**config.mk**
```make
export PLATFORM = sky130hd
export DESIGN_NAME = mem_bus_interface
export DESIGN_NICKNAME = d
export VERILOG_FILES = /design/src/rtl/mem_bus_interface.sv
export SDC_FILE = /design/constraint.sdc
export NUM_CORES = 1
export LEC_CHECK = 0
export ABC_CLOCK_PERIOD_IN_PS = 3500
export CAP_MARGIN = 5
export CORE_UTILIZATION = 42
export DETAILED_ROUTE_END_ITERATION = 12
export GPL_TIMING_DRIVEN = 0
export PLACE_DENSITY = 0.86
export SLEW_MARGIN = 20
export SYNTH_ARGS = -nofsm -noshare
export SYNTH_HDL_FRONTEND = slang
export SYNTH_SLANG_ARGS = --single-unit
```
**constraint.sdc**
```tcl
create_clock -name clk -period 3.5 [get_ports clk]
set_input_delay 0.7 -clock clk [delete_from_list [all_inputs] [get_ports clk]]
set_output_delay 0.7 -clock clk [all_outputs]
set_load 0.02 [all_outputs]
```
**src/rtl/mem_bus_interface.sv**
```systemverilog
// Memory-side datapath stage: MAR/MDR registers loaded from the bus, plus a req/ack
// transaction FSM with timeout that reads into or writes from MDR.
module mem_bus_interface #(
  parameter int unsigned ADDR_W  = 9,
  parameter int unsigned TIMEOUT = 15
) (
  input  logic              clk,
  input  logic              reset,
  input  logic [31:0]       BusMuxOut,
  input  logic              MARin,
  input  logic              MDRin,
  input  logic              Read,
  input  logic              Write,
  output logic              mem_req,
  output logic              mem_we,
  output logic [ADDR_W-1:0] mem_addr,
  output logic [31:0]       mem_wdata,
  input  logic [31:0]       mem_rdata,
  input  logic              mem_ack,
  output logic [31:0]       BusMuxInMDR,
  output logic              busy,
  output logic              done,
  output logic              err
);

  localparam int unsigned CntW = $clog2(TIMEOUT);

  typedef enum logic [1:0] {StIdle, StRd, StWr} state_e;

  state_e              state_q;
  logic [ADDR_W-1:0]   mar_q;
  logic [31:0]         mdr_q;
  logic [CntW-1:0]     cnt_q;
  logic                done_q;
  logic                err_q;

  always_ff @(posedge clk or posedge reset) begin
    if (reset) begin
      state_q <= StIdle;
      mar_q   <= '0;
      mdr_q   <= '0;
      cnt_q   <= '0;
      done_q  <= 1'b0;
      err_q   <= 1'b0;
    end else begin
      done_q <= 1'b0;
      err_q  <= 1'b0;
      case (state_q)
        StIdle: begin
          if (MARin) mar_q <= BusMuxOut[ADDR_W-1:0];
          if (MDRin) mdr_q <= BusMuxOut;
          cnt_q <= '0;
          // Read has priority when both commands arrive together.
          if (Read) begin
            state_q <= StRd;
          end else if (Write) begin
            state_q <= StWr;
          end
        end
        StRd, StWr: begin
          // Ack wins over a timeout landing on the same edge.
          if (mem_ack) begin
            if (state_q == StRd) mdr_q <= mem_rdata;
            state_q <= StIdle;
            done_q  <= 1'b1;
          end else if (cnt_q == CntW'(TIMEOUT - 1)) begin
            state_q <= StIdle;
            err_q   <= 1'b1;
          end else begin
            cnt_q <= cnt_q + CntW'(1);
          end
        end
        default: state_q <= StIdle;
      endcase
    end
  end

  // Request lines decode straight from the state flop so reset drops them at once.
  assign mem_req     = (state_q != StIdle);
  assign mem_we      = (state_q == StWr);
  assign busy        = (state_q != StIdle);
  assign mem_addr    = mar_q;
  assign mem_wdata   = mdr_q;
  assign BusMuxInMDR = mdr_q;
  assign done        = done_q;
  assign err         = err_q;

endmodule

```
==> impl_metrics.toml, run 1 <==
[outcome]
outcome = "finished clean"

[placement]
dp.cells = 430
pre_cts_ws_ns = 1.10
dpl.hpwl_um = 5090
gp_congestion = 0.823
io_buffer_count = 148

[setup_path]
cp_slowest_cell = "clkdlybuf4s50_1"
startpoint = "state_q[0]"
critPathCapture = "mem_req"
arrival_ns = 1.92
crit_path_frequent_cell = "inv_1"
r2r-end = "BusMuxInMDR[24]"
crit_type = "reg2out"
critPathTopFamily = "buffers and inverters"
cp-start-kind = "flip-flop"
end_kind = "primary output"
path_depth = 5
worstPathCellList = "inv_1, ha_1, inv_1, buf_4, clkdlybuf4s50_1"
ff2ff_path_depth = 6
path_buf_inv = 4
crit_fanout = 5
reg2reg_from = "state_q[0]"
slowest_delay_ns = 0.58
r2r_setup_slack_ns = 1.49
required_ns = 2.80

[finish]
nNetsFinal = 439
num_antenna_cells = 0
seqCellArea_um2 = 1230
syn2layout_area_growth_pct = 63.5
fillCellCount = 464
drive_above_1_share = 0.344
finalNonFillerCells = 438
multi_input_area_um2 = 1110

[clock_tree]
cts_setup_buffers = 0
cts_resized = 0
cts_buffers = 5
clkLatencyLatePin_ns = 0.30
cts-root-buf = "clkbuf_8"
cts-hold-fix-buffers = 0
cts_tree = "done"
clk_pin_slew_worst_paths_ns = 0.09
cts_max_level = 2
cts_buffer_depth = 2
cts.sinks = 49

[sta]
fin_worst_skew_ns = 0.0127
rsz0062_at_grt = "no"
tns_ns = 0
slew_headroom = 0.531
period_needed_ns = 2.62
final_hold_viol_count = 0
fin_crit_sh = 0.749
finalMaxSlewViolations = 0
worst_pin_slew_ns = 0.702
setup_viol = 0
setup_slack_ns = 0.880
fmax_ghz = 0.382

[logic_synthesis]
synth_area_leaders = "dfrtp_1, mux2_2, buf_4"
synth_edf_count = 0
synthSimpleGateAreaFrac = 0.0359
syn-mean-instance-area_um2 = 13.0
synth_async_sr_flop_share = 1.00
synth_area_um2 = 2690
synth_top_area_cell = "dfrtp_1"
synth_common_cells = "mux2_2, dfrtp_1, buf_4"
yosysMostFrequentCell = "mux2_2"
synthesis.nets = 283
synth.distinct_cells = 32
synth_compound_area_frac = 0.0405
synth_cells = 206
synth_fa_ha_area_frac = 0.0280
ys_seq_elements = 49
synth_top_family_by_area = "multiplexers"
yosysWarnings = 0
synth-xor-area-share = 0
synthFlopType = "dfrtp_1"
yosys.area.top_type_share = 0.457
synthMuxAreaShare = 0.310
yosysSeqAreaShare = 0.457

[detailed_routing]
remaining_drc_errors = 0
via_count = 2075
drt-vias-per-instance = 4.74
ant_nets = 0
wl_um = 6330
routedWlPerCell_um = 14.4
drt-pass1-iter-count = 4
drtIter0Drc = 47

[die]
ioPinCount = 149
placementRows = 28
fp.dieH_um = 82.0
die_w_um = 82.0
start_util = 0.446
die-area_um2 = 6720
core_um2 = 6030

[grt]
grt_max_degree = 32
grt_pass1_vias = 2098
grt_pass1_wl_um = 9940
overflow = 0
antenna_found_initial = 0
grtUsageTotal = 0.199

[power_and_ir_drop]
ir_worst_vdd_mv = 0.674
p_leak_nw = 1.85
powerDensity_nw_per_um2 = 1040
power_w = 0.00456

[min_path]
min-delay-path-class = "reg2reg"
hold_start = "mem_addr[3]"

[flow_run]
max_cap_viol_count = 0
registers in the layout (all words and copies together) (netlist names):
name         flops
BusMuxInMDR     32
cnt_q            4
done             1
err              1
mem_addr         9
state_q          2
cell usage in the layout (no fill, tap or decap), drive strengths merged, types with 2 or more instances in the layout:
cell and instances:
nor2 2, inv 7, o21ai 2, clkbuf 7, dfrtp 49, ha 6
a21oi 2, clkdlybuf4s50 148, mux2 73, nand2b 2, nand3 2, buf 41
nand2 3, o22ai 2
layer usage:
layer / vias to the layer above / part of all wire / GRT usage
met5: - / 0 / 0
li1: 997 / - / -
met4: 0 / 0.0084 / 0.0649
met3: 5 / 0.075 / 0.0544
met1: 997 / 0.38 / 0.215
met2: 76 / 0.54 / 0.370
where the power goes:
part / switching [W] / internal [W]
clock network: 0.000178 / 0.000179
logic: 0.00135 / 0.00181
registers: 0.000193 / 0.000850
cells by family (layout without fill, tap and decap cells):
group	count (synthesis)	count (layout)
AOI/OAI and AO/OA	13	13
buffers and inverters	47	204
DFF	49	49
muxes	74	74
and+or+nand+nor	17	17
adders and majority gates	6	6
how the worst min path moves through the flow:
| stage | to | slack, ns | cells after the start |
|---|---|---|---|
| after floorplan | cnt_q[1] | 0.53 | 2 |
| after global placement | mem_addr[1] | 0.49 | 1 |
| after detailed placement | mem_addr[3] | 0.49 | 1 |
| after CTS | mem_addr[3] | 0.51 | 1 |
| after global routing | mem_addr[3] | 0.52 | 1 |
| final | mem_addr[3] | 0.51 | 1 |
stage by stage:
step / util / hold slack, ns / cell area (um2)
floorplan: - / 0.533 / 2690
global placement: 0.707 / 0.486 / 4260
detailed placement: 0.712 / 0.492 / 4290
CTS: 0.728 / 0.512 / 4390
global route: 0.728 / 0.518 / 4390
finish: 0.728 / 0.507 / 4390
layout make-up:
class,instances,area share
Clock inverter,1,0.00114
Clock buffer,7,0.0219
Timing Repair Buffer,149,0.344
Buffer,40,0.0730
Inverter,7,0.00599
Multi-Input combinational cell,110,0.253
Sequential cell,49,0.279
Tap cell,75,0.0214
(Power assumes the default switching activity.)
==> run 2: changes to the inputs <==
--- a/config.mk
+++ b/config.mk
@@ -5,12 +5,12 @@
 export SDC_FILE = /design/constraint.sdc
 export NUM_CORES = 1
 export LEC_CHECK = 0
-export ABC_CLOCK_PERIOD_IN_PS = 3500
+export ABC_CLOCK_PERIOD_IN_PS = 2200
 export CAP_MARGIN = 5
-export CORE_UTILIZATION = 42
+export CORE_UTILIZATION = 35
 export DETAILED_ROUTE_END_ITERATION = 12
 export GPL_TIMING_DRIVEN = 0
-export PLACE_DENSITY = 0.86
+export PLACE_DENSITY = 0.77
 export SLEW_MARGIN = 20
 export SYNTH_ARGS = -nofsm -noshare
 export SYNTH_HDL_FRONTEND = slang
==> constraint.sdc (replaced) <==
create_clock -name clk -period 2.2 [get_ports clk]
set_input_delay 0.44 -clock clk [delete_from_list [all_inputs] [get_ports clk]]
set_output_delay 0.44 -clock clk [all_outputs]
set_load 0.02 [all_outputs]
==> impl_metrics.toml, run 2 (synthesis results as in run 1) <==
[clock_tree]
cts_max_level = 2
cts_buffer_depth = 2
cts_buffers = 5
cts-hold-fix-buffers = 0
clkLatencyLatePin_ns = 0.30
clk_pin_slew_worst_paths_ns = 0.09
cts.sinks = 49
cts-root-buf = "clkbuf_8"
cts_tree = "done"

[die]
fp.dieH_um = 89.6
die-area_um2 = 8030
start_util = 0.366
die_w_um = 89.6
placementRows = 31
core_um2 = 7330
ioPinCount = 149

[placement]
dpl.hpwl_um = 5090
place_area_um2 = 4310
io_buffer_count = 148
gp_congestion = 0.785
dp.cells = 454

[sta]
fmax_ghz = 0.486
fin_crit_sh = 0.936
fin_worst_skew_ns = 0.00935
setup_viol = 0
period_needed_ns = 2.06
slew_headroom = 0.712
final_hold_viol_count = 0
finalMaxSlewViolations = 0
worst_pin_slew_ns = 0.431
rsz0062_at_grt = "no"

[setup_path]
required_ns = 1.76
crit_fanout = 5
crit_type = "reg2out"
path_buf_inv = 4
end_kind = "primary output"
cp_slowest_cell = "dfrtp_1"
crit_path_frequent_cell = "inv_1"
arrival_ns = 1.62
slowest_delay_ns = 0.43
worstPathCellList = "inv_1, ha_2, inv_1, buf_4, dlygate4sd2_1"
cp-start-kind = "flip-flop"
critPathTopFamily = "buffers and inverters"

[power_and_ir_drop]
power_w = 0.00718
comb_power_share = 0.697
pwr-share-seq = 0.232
powerDensity_nw_per_um2 = 1640
p_sw_w = 0.00273
pwr-share-clk = 0.072
p_leak_nw = 1.84
intPower_w = 0.00445
netSwitchingFraction = 0.380
ir_worst_vdd_mv = 0.739

[grt]
grt_pass1_wl_um = 9800
grt_pass1_vias = 2079
antenna_found_initial = 0
grt_max_degree = 32
overflow = 0
grtUsageTotal = 0.162

[finish]
finalNonFillerCells = 462
num_antenna_cells = 0
final_area_um2 = 4390
largest_reg_flops = 32
syn2layout_area_growth_pct = 63.5
final_cell_mix = "clkdlybuf4s50_1, mux2_2, dfrtp_1, buf_4"
nNetsFinal = 439
final_common_cell = "clkdlybuf4s50_1"
drive_above_1_share = 0.339

[flow_run]
max_cap_viol_count = 0

[detailed_routing]
drtIter0Drc = 85
routedWlPerCell_um = 13.8
drt-vias-per-instance = 4.51
via_count = 2085
remaining_drc_errors = 0
wl_um = 6380
ant_nets = 0
drt-pass1-iter-count = 4

[outcome]
outcome = "finished clean"

[min_path]
min-delay-path-class = "in2async"
run 2: cell count changes in the layout (fill, tap and decap cells not counted), sizes merged:
cell           delta
clkbuf            +1
clkdlybuf4s50     -2
clkinv            -1
dlygate4sd2       +2
run 2: cell type report:
class	count	area (um2)
Sequential cell	49	1230
Multi-Input combinational cell	110	1110
Fill cell	610	2940
Clock buffer	8	80.1
Timing Repair Buffer	149	1500
Buffer	40	320
Tap cell	99	124
Inverter	7	26.3
run 2: power groups by stage:
stage / clock [W] / combinational, W / sequential, W
6_report: 0.000514 / 0.00500 / 0.00166
5_1_grt: 0.000573 / 0.00535 / 0.00173
4_1_cts: 0.000538 / 0.00506 / 0.00168
3_5_place_dp: 0 / 0.00507 / 0.00169
3_3_place_gp: 0 / 0.00499 / 0.00167
2_1_floorplan: 0 / 0.00267 / 0.00213
run 2: final timing paths:
check,from,to,slack [ns],depth (start not counted)
hold reg to reg,mem_addr[6],mem_addr[6],0.51,1
setup / recovery,state_q[0],mem_req,0.14,5
setup reg to reg,state_q[0],BusMuxInMDR[27],0.22,6
hold / removal,reset,BusMuxInMDR[23],0.45,2
max in group asynchronous,reset,mem_addr[8],1.23,3
min in group clk,mem_addr[6],mem_addr[6],0.51,1
run 2: through the flow:
| step | setup TNS, ns | setup slack [ns] | hold slack, ns | util |
|---|---|---|---|---|
| final | 0 | 0.140 | 0.455 | 0.599 |
| after CTS | 0 | 0.0680 | 0.463 | 0.599 |
| after global routing | 0 | 0.0547 | 0.494 | 0.599 |
| after detailed placement | 0 | 0.0471 | 0.495 | 0.588 |
| after global placement | -23.56 | -0.482 | 0.488 | 0.585 |
| after floorplan | 0 | 0.409 | 0.533 | - |
run 2: metal layers:
metal,up-vias,GRT usage,routed length [um]
met4,0,0.0462,74
met5,-,0,0
met1,990,0.186,2480
met3,8,0.0585,626
li1,997,-,-
met2,90,0.284,3200
run 2: timing repair:
action | 4_1_cts | 5_1_grt
gates resized for setup | 2 | 1
setup endpoints to repair | 2 | 1
endpoints found under the hold margin | 0 | 0
setup buffers | 0 | 0
pin swaps | 0 | 0
